## config.mk

```make
export PLATFORM = sky130hd
export DESIGN_NAME = inst_fetch_queue
export DESIGN_NICKNAME = d
export VERILOG_FILES = /design/src/rtl/inst_fetch_queue_pkg.sv /design/src/rtl/inst_fetch_queue_regfile.sv /design/src/rtl/inst_fetch_queue.sv
export SDC_FILE = /design/constraint.sdc
export NUM_CORES = 1
export LEC_CHECK = 0
export BUFFER_PORTS_ARGS = -buffer_cell sky130_fd_sc_hd__buf_2
export CAP_MARGIN = 10
export CORE_MARGIN = 2
export CORE_UTILIZATION = 55
export DETAILED_ROUTE_END_ITERATION = 16
export PLACE_DENSITY = 0.73
export SETUP_SLACK_MARGIN = 0.4
export SLEW_MARGIN = 30
export SYNTH_ARGS = -nofsm -noshare
export SYNTH_HDL_FRONTEND = slang
export SYNTH_SLANG_ARGS = --single-unit
```

## constraint.sdc

```tcl
create_clock -name clk -period 2.9 [get_ports clk]
set_input_delay 0.435 -clock clk [delete_from_list [all_inputs] [get_ports clk]]
set_output_delay 0.435 -clock clk [all_outputs]
set_load 0.03 [all_outputs]
```

## src/rtl/inst_fetch_queue_pkg.sv

```systemverilog
// ---------------------------------------------------------------------------
// inst_fetch_queue_pkg
// Shared definitions for the instruction fetch queue and its consumers.
// The entry layout macros (the fetch_defs set) live here so decode can
// unpack queue entries with the same bit offsets. Package-level localparams
// and a packed struct mirror the macros for typed use inside the design.
// Ports: none (package).
// ---------------------------------------------------------------------------
`ifndef FETCH_DEFS_VH
`define FETCH_DEFS_VH
`define FQ_ENTRY_W  97
`define FQ_PC_LSB   0
`define FQ_INST_LSB 32
`define FQ_TGT_LSB  64
`define FQ_TKN_BIT  96
`endif

package inst_fetch_queue_pkg;

    localparam int FQ_ENTRY_W  = `FQ_ENTRY_W;
    localparam int FQ_PC_LSB   = `FQ_PC_LSB;
    localparam int FQ_INST_LSB = `FQ_INST_LSB;
    localparam int FQ_TGT_LSB  = `FQ_TGT_LSB;
    localparam int FQ_TKN_BIT  = `FQ_TKN_BIT;

    // Field order is MSB first, so the packed layout matches the offsets
    // above: pc [31:0], inst [63:32], target [95:64], taken [96].
    typedef struct packed {
        logic        tkn;
        logic [31:0] tgt;
        logic [31:0] inst;
        logic [31:0] pc;
    } fq_entry_t;

endpackage

```

## src/rtl/inst_fetch_queue_regfile.sv

```systemverilog
// ---------------------------------------------------------------------------
// fq_regfile
// DEPTH x W storage array for the fetch queue: one synchronous write port,
// two combinational read ports, asynchronous active-low reset to zero.
// Ports:
//   clk, resetn          clock / async active-low reset
//   i_we, i_waddr        write enable and index
//   i_wdata              packed entry to write
//   i_raddr0, i_raddr1   read indices (oldest / second-oldest)
//   o_rdata0, o_rdata1   combinational read data
// ---------------------------------------------------------------------------
module fq_regfile #(
    parameter int DEPTH = 8,
    parameter int W     = 97,
    localparam int PTR_W = $clog2(DEPTH)
) (
    input  logic             clk,
    input  logic             resetn,
    input  logic             i_we,
    input  logic [PTR_W-1:0] i_waddr,
    input  logic [W-1:0]     i_wdata,
    input  logic [PTR_W-1:0] i_raddr0,
    input  logic [PTR_W-1:0] i_raddr1,
    output logic [W-1:0]     o_rdata0,
    output logic [W-1:0]     o_rdata1
);

    logic [W-1:0] r_mem [DEPTH];

    // Clearing the array on reset keeps the read ports free of X even
    // while the matching valid is low.
    always_ff @(posedge clk or negedge resetn) begin
        if (!resetn) begin
            for (int i = 0; i < DEPTH; i++) begin
                r_mem[i] <= '0;
            end
        end else if (i_we) begin
            r_mem[i_waddr] <= i_wdata;
        end
    end

    assign o_rdata0 = r_mem[i_raddr0];
    assign o_rdata1 = r_mem[i_raddr1];

endmodule

```

## src/rtl/inst_fetch_queue.sv

```systemverilog
// ---------------------------------------------------------------------------
// inst_fetch_queue
// Decoupling buffer between fetch/branch prediction and dual-issue decode.
// Accepts one predicted instruction per cycle, presents the two oldest
// entries, and lets decode retire 0, 1 or 2 per cycle. A flush empties
// the queue in one cycle.
// Ports:
//   clk, resetn                  clock / async active-low reset
//   flush                        drop all entries and same-cycle enq/deq
//   in_valid / in_ready          fetch handshake
//   in_pc, in_inst               instruction address and word
//   in_pred_taken, in_pred_target prediction for this instruction
//   out_valid0/1                 oldest / second-oldest entry present
//   out_pc*, out_inst*, out_pred_taken*, out_pred_target*  entry fields
//   deq_num                      entries consumed by decode (3 means 2)
//   count                        current occupancy
// ---------------------------------------------------------------------------
module inst_fetch_queue
    import inst_fetch_queue_pkg::*;
#(
    parameter int DEPTH = 8,
    localparam int PTR_W = $clog2(DEPTH)
) (
    input  logic             clk,
    input  logic             resetn,
    input  logic             flush,
    input  logic             in_valid,
    output logic             in_ready,
    input  logic [31:0]      in_pc,
    input  logic [31:0]      in_inst,
    input  logic             in_pred_taken,
    input  logic [31:0]      in_pred_target,
    output logic             out_valid0,
    output logic             out_valid1,
    output logic [31:0]      out_pc0,
    output logic [31:0]      out_inst0,
    output logic [31:0]      out_pred_target0,
    output logic             out_pred_taken0,
    output logic [31:0]      out_pc1,
    output logic [31:0]      out_inst1,
    output logic [31:0]      out_pred_target1,
    output logic             out_pred_taken1,
    input  logic [1:0]       deq_num,
    output logic [PTR_W:0]   count
);

    localparam logic [PTR_W:0] DEPTH_C = (PTR_W+1)'(DEPTH);

    // Decode may ask for more than is present; the request is clamped to
    // two and then to the occupancy, so the head can never pass the tail.
    function automatic logic [PTR_W:0] clamp_deq(input logic [1:0]     req,
                                                 input logic [PTR_W:0] occ);
        logic [PTR_W:0] want;
        want = (req == 2'd3) ? (PTR_W+1)'(2) : (PTR_W+1)'(req);
        return (want > occ) ? occ : want;
    endfunction

    logic [PTR_W:0] r_head;
    logic [PTR_W:0] r_tail;
    logic [PTR_W:0] r_count;

    logic           w_enq;
    logic [PTR_W:0] w_deq_eff;
    logic [PTR_W:0] w_enq_ext;
    fq_entry_t      w_wr_entry;
    fq_entry_t      w_rd0;
    fq_entry_t      w_rd1;
    logic [PTR_W-1:0] w_raddr1;

    // Ready depends only on the registered occupancy: a full queue does
    // not accept even when decode drains in the same cycle.
    assign in_ready  = (r_count != DEPTH_C);
    assign w_enq     = in_valid & in_ready & ~flush;
    assign w_enq_ext = {{PTR_W{1'b0}}, w_enq};
    assign w_deq_eff = clamp_deq(deq_num, r_count);

    always_ff @(posedge clk or negedge resetn) begin
        if (!resetn) begin
            r_head  <= '0;
            r_tail  <= '0;
            r_count <= '0;
        end else if (flush) begin
            r_head  <= '0;
            r_tail  <= '0;
            r_count <= '0;
        end else begin
            r_head  <= r_head + w_deq_eff;
            r_tail  <= r_tail + w_enq_ext;
            r_count <= r_count + w_enq_ext - w_deq_eff;
        end
    end

    assign w_wr_entry = '{tkn: in_pred_taken, tgt: in_pred_target,
                          inst: in_inst, pc: in_pc};

    // Second read index wraps naturally in PTR_W bits.
    assign w_raddr1 = r_head[PTR_W-1:0] + 1'b1;

    fq_regfile #(
        .DEPTH (DEPTH),
        .W     (FQ_ENTRY_W)
    ) u_regfile (
        .clk      (clk),
        .resetn   (resetn),
        .i_we     (w_enq),
        .i_waddr  (r_tail[PTR_W-1:0]),
        .i_wdata  (w_wr_entry),
        .i_raddr0 (r_head[PTR_W-1:0]),
        .i_raddr1 (w_raddr1),
        .o_rdata0 (w_rd0),
        .o_rdata1 (w_rd1)
    );

    assign count            = r_count;
    assign out_valid0       = (r_count >= (PTR_W+1)'(1));
    assign out_valid1       = (r_count >= (PTR_W+1)'(2));
    assign out_pc0          = w_rd0.pc;
    assign out_inst0        = w_rd0.inst;
    assign out_pred_target0 = w_rd0.tgt;
    assign out_pred_taken0  = w_rd0.tkn;
    assign out_pc1          = w_rd1.pc;
    assign out_inst1        = w_rd1.inst;
    assign out_pred_target1 = w_rd1.tgt;
    assign out_pred_taken1  = w_rd1.tkn;

endmodule

```

==> results.sh <==
export IMPL_htree_levels=3
export IMPL_max_vdd_ir_drop_mv=0.858
export IMPL_powerDensity_nw_per_um2=1130
export IMPL_wl_per_cell_microns=29.3
export IMPL_numClockSinks=786
export IMPL_path_clk_slew_ns=0.06
export IMPL_vias=25344
export IMPL_synthArstFlopShare_pct=100
export IMPL_drc=0
export IMPL_p_leak_nw=23.2
export IMPL_min_period_ns=3.34
export IMPL_arrival_ns=2.91
export IMPL_grt_max_degree=99
export IMPL_critical_path_buf_inv_count=4
export IMPL_synthCells=2408
export IMPL_finalHoldViolations=0
export IMPL_cp_top_family="multiplexers"
export IMPL_start_util_pct=55.8
export IMPL_routed_via_density=6.59
export IMPL_cts_tree="built"
export IMPL_syn_area_per_cell_sq_um=17.0
export IMPL_end_kind="output pin"
export IMPL_status="finished, violations left"
export IMPL_synthFlopType="dfrtp_1"
export IMPL_grt_pass1_vias=28045
export IMPL_stdcell_area_sq_um=51500
export IMPL_max_slew_margin_pct=45.8
export IMPL_worst_pin_slew_ns=0.813
export IMPL_dpl_cell_area_sq_um=44100
export IMPL_synth_top_cell_by_area="dfrtp_1"
export IMPL_die_x_microns=277
export IMPL_antenna_found_initial=17
export IMPL_grt_pass1_wl_microns=172000
export IMPL_drv_cap=0
export IMPL_ys_seq_area_share_pct=48.1
export IMPL_required_ns=2.47
export IMPL_area_delta_synth_final_pct=26.0
export IMPL_slowest_stage="mux4_2"
export IMPL_setup_ws_ns=-0.444
export IMPL_io_buffers=303
export IMPL_gp_congestion=0.831
export IMPL_track_usage_pct=29.6
export IMPL_worstPathMaxFanout=7
export IMPL_fin_skew_ns=0.0152
export IMPL_nNetsFinal=2929
export IMPL_syn_area_sq_um=40900
export IMPL_critPathLaunchType="flip-flop"
export IMPL_critical_path_class="reg2out"
export IMPL_num_rows=99
export IMPL_dieArea_sq_um=76600
export IMPL_rsz0062_at_grt="yes"
export IMPL_slew_violations=0
export IMPL_synth_nets=2527
export IMPL_synthTopCellsByArea="dfrtp_1, mux2_2, mux4_2"
export IMPL_wl_microns=113000
export IMPL_finalSetupTns_ns=-58.34
export IMPL_hp_class="in2reg"
export IMPL_synth_top_area_share_pct=48.1
export IMPL_setup_viol=194
export IMPL_grt_ovfl_total=0
export IMPL_finalCritPeriodShare_pct=115
export IMPL_dr_pass1_iters=7
export IMPL_power_total_mw=58.1
export IMPL_ys_seq_elements=786
export IMPL_numCtsBuffers=87
export IMPL_cpMostUsedCell="buf_12"
export IMPL_synth_cell_type_count=35
export IMPL_fmax_mhz=299
export IMPL_coreArea_sq_um=73300
export IMPL_synth_warnings=0
export IMPL_violations="setup timing"
export IMPL_place_hpwl_microns=61100
export IMPL_synth_commonest_cells="mux2_2, dfrtp_1, mux4_2, buf_2, clkbuf_1"
export IMPL_fin_util_pct=70.3
export IMPL_die_h_microns=277
export IMPL_path_cells="ha_4 > buf_12 > buf_12 > buf_12 > mux4_2 > mux2_4 > buf_6"
export IMPL_io_pin_count=304
export IMPL_synth_edff_count=0
export IMPL_insertion_delay_ns=0.63
export IMPL_clock_tree_root_cell="clkbuf_16"
export IMPL_yosysMostFrequentCell="mux2_2"
export IMPL_drtAntennaViolNets=0
export IMPL_slowest_delay_ns=0.52
export IMPL_clockBufferDepth=3
export IMPL_drt_iter0_drc=1588
export IMPL_layout_drive_gt1_share_pct=70.7
==> layout make-up <==
cell class | count | area (sq um)
Inverter | 10 | 40.0
Fill cell | 4556 | 21800
Multi-Input combinational cell | 1420 | 21100
Clock inverter | 22 | 265
Timing Repair Buffer | 505 | 6580
Clock buffer | 135 | 2690
Sequential cell | 786 | 19700
Antenna cell | 8 | 20.0
Tap cell | 959 | 1200
==> state kept, by name, indices dropped and copies added, names as in the netlist <==
name             flops
u_regfile.r_mem    776
r_head               3
r_tail               3
count                4
==> final timing paths <==
check | end | slack, ns | depth (start not counted) | start
max | out_pred_target1[14] | -0.44 | 7 | r_head[0]
min | u_regfile.r_mem[17] | 0.14 | 2 | in_pc[17]
max reg2reg | r_head[2] | 0.15 | 12 | count[1]
min reg2reg | u_regfile.r_mem[503] | 0.52 | 1 | u_regfile.r_mem[503]
max in group asynchronous | u_regfile.r_mem[505] | 1.45 | 4 | resetn
min in group asynchronous | u_regfile.r_mem[663] | 0.38 | 2 | resetn
==> layout by cell type (no fill, tap or decap), types with 3 or more instances in the layout <==
cell	n
clkinv_2	14
clkbuf_8	29
ha_4	6
dfrtp_2	3
buf_16	54
nor2b_1	6
mux2_4	159
diode_2	8
buf_12	68
inv_2	3
buf_8	14
ha_1	6
mux2_1	6
buf_2	116
buf_6	198
clkbuf_1	17
dfrtp_1	780
dfrtp_4	3
mux4_2	388
bufinv_16	6
inv_1	6
mux2_2	807
nand2_1	6
buf_4	40
nor2_1	6
clkbuf_16	96
bufbuf_16	7
==> per-stage QoR <==
stage / setup slack, ns / std cells / hold WS, ns
floorplan: 0.0950 / 2408 / 0.139
global placement: 0.0351 / 3559 / 0.436
detailed placement: -0.0953 / 3559 / 0.443
CTS: -0.470 / 3818 / 0.108
global route: -0.496 / 3842 / 0.133
finish: -0.444 / 3845 / 0.140
==> report_power, final <==
group          leakage [nW]  total, mW  internal [mW]  switching (mW)
Sequential             10.5       14.6           13.0            1.56
Combinational          11.3       32.2           17.6            14.6
Clock                  1.47       11.3           6.88            4.47
Total                  23.2       58.1           37.5            20.6
==> layer usage <==
layer	track usage (%)	part of all wire (%)
met5	0	0.11
met1	38.9	40
met4	10.5	3.1
met3	6.44	6.4
met2	49.0	50
==> logic make-up (layout without fill, tap and decap cells) <==
logic type	count (synthesis)	in the layout	synth area share, %
adder cells (fa/ha/maj)	16	16	0.526
XOR/XNOR	4	4	0.0857
AND/OR/NAND/NOR	33	33	0.697
multiplexers	1362	1362	48.2
flip-flops	786	786	48.1
other	0	8	0
AO/OA/AOI/OAI	5	5	0.0826
buffers and inverters	202	672	2.35
==> repair_timing <==
item	in CTS	in global routing
endpoints found under the setup margin	392	260
hold buffers	1	0
hold endpoints to repair	39	0
pin swaps	8	9
resized for setup	587	93
gates cloned	45	7
setup buffers	56	12
Power figures use the tool's default switching activity.
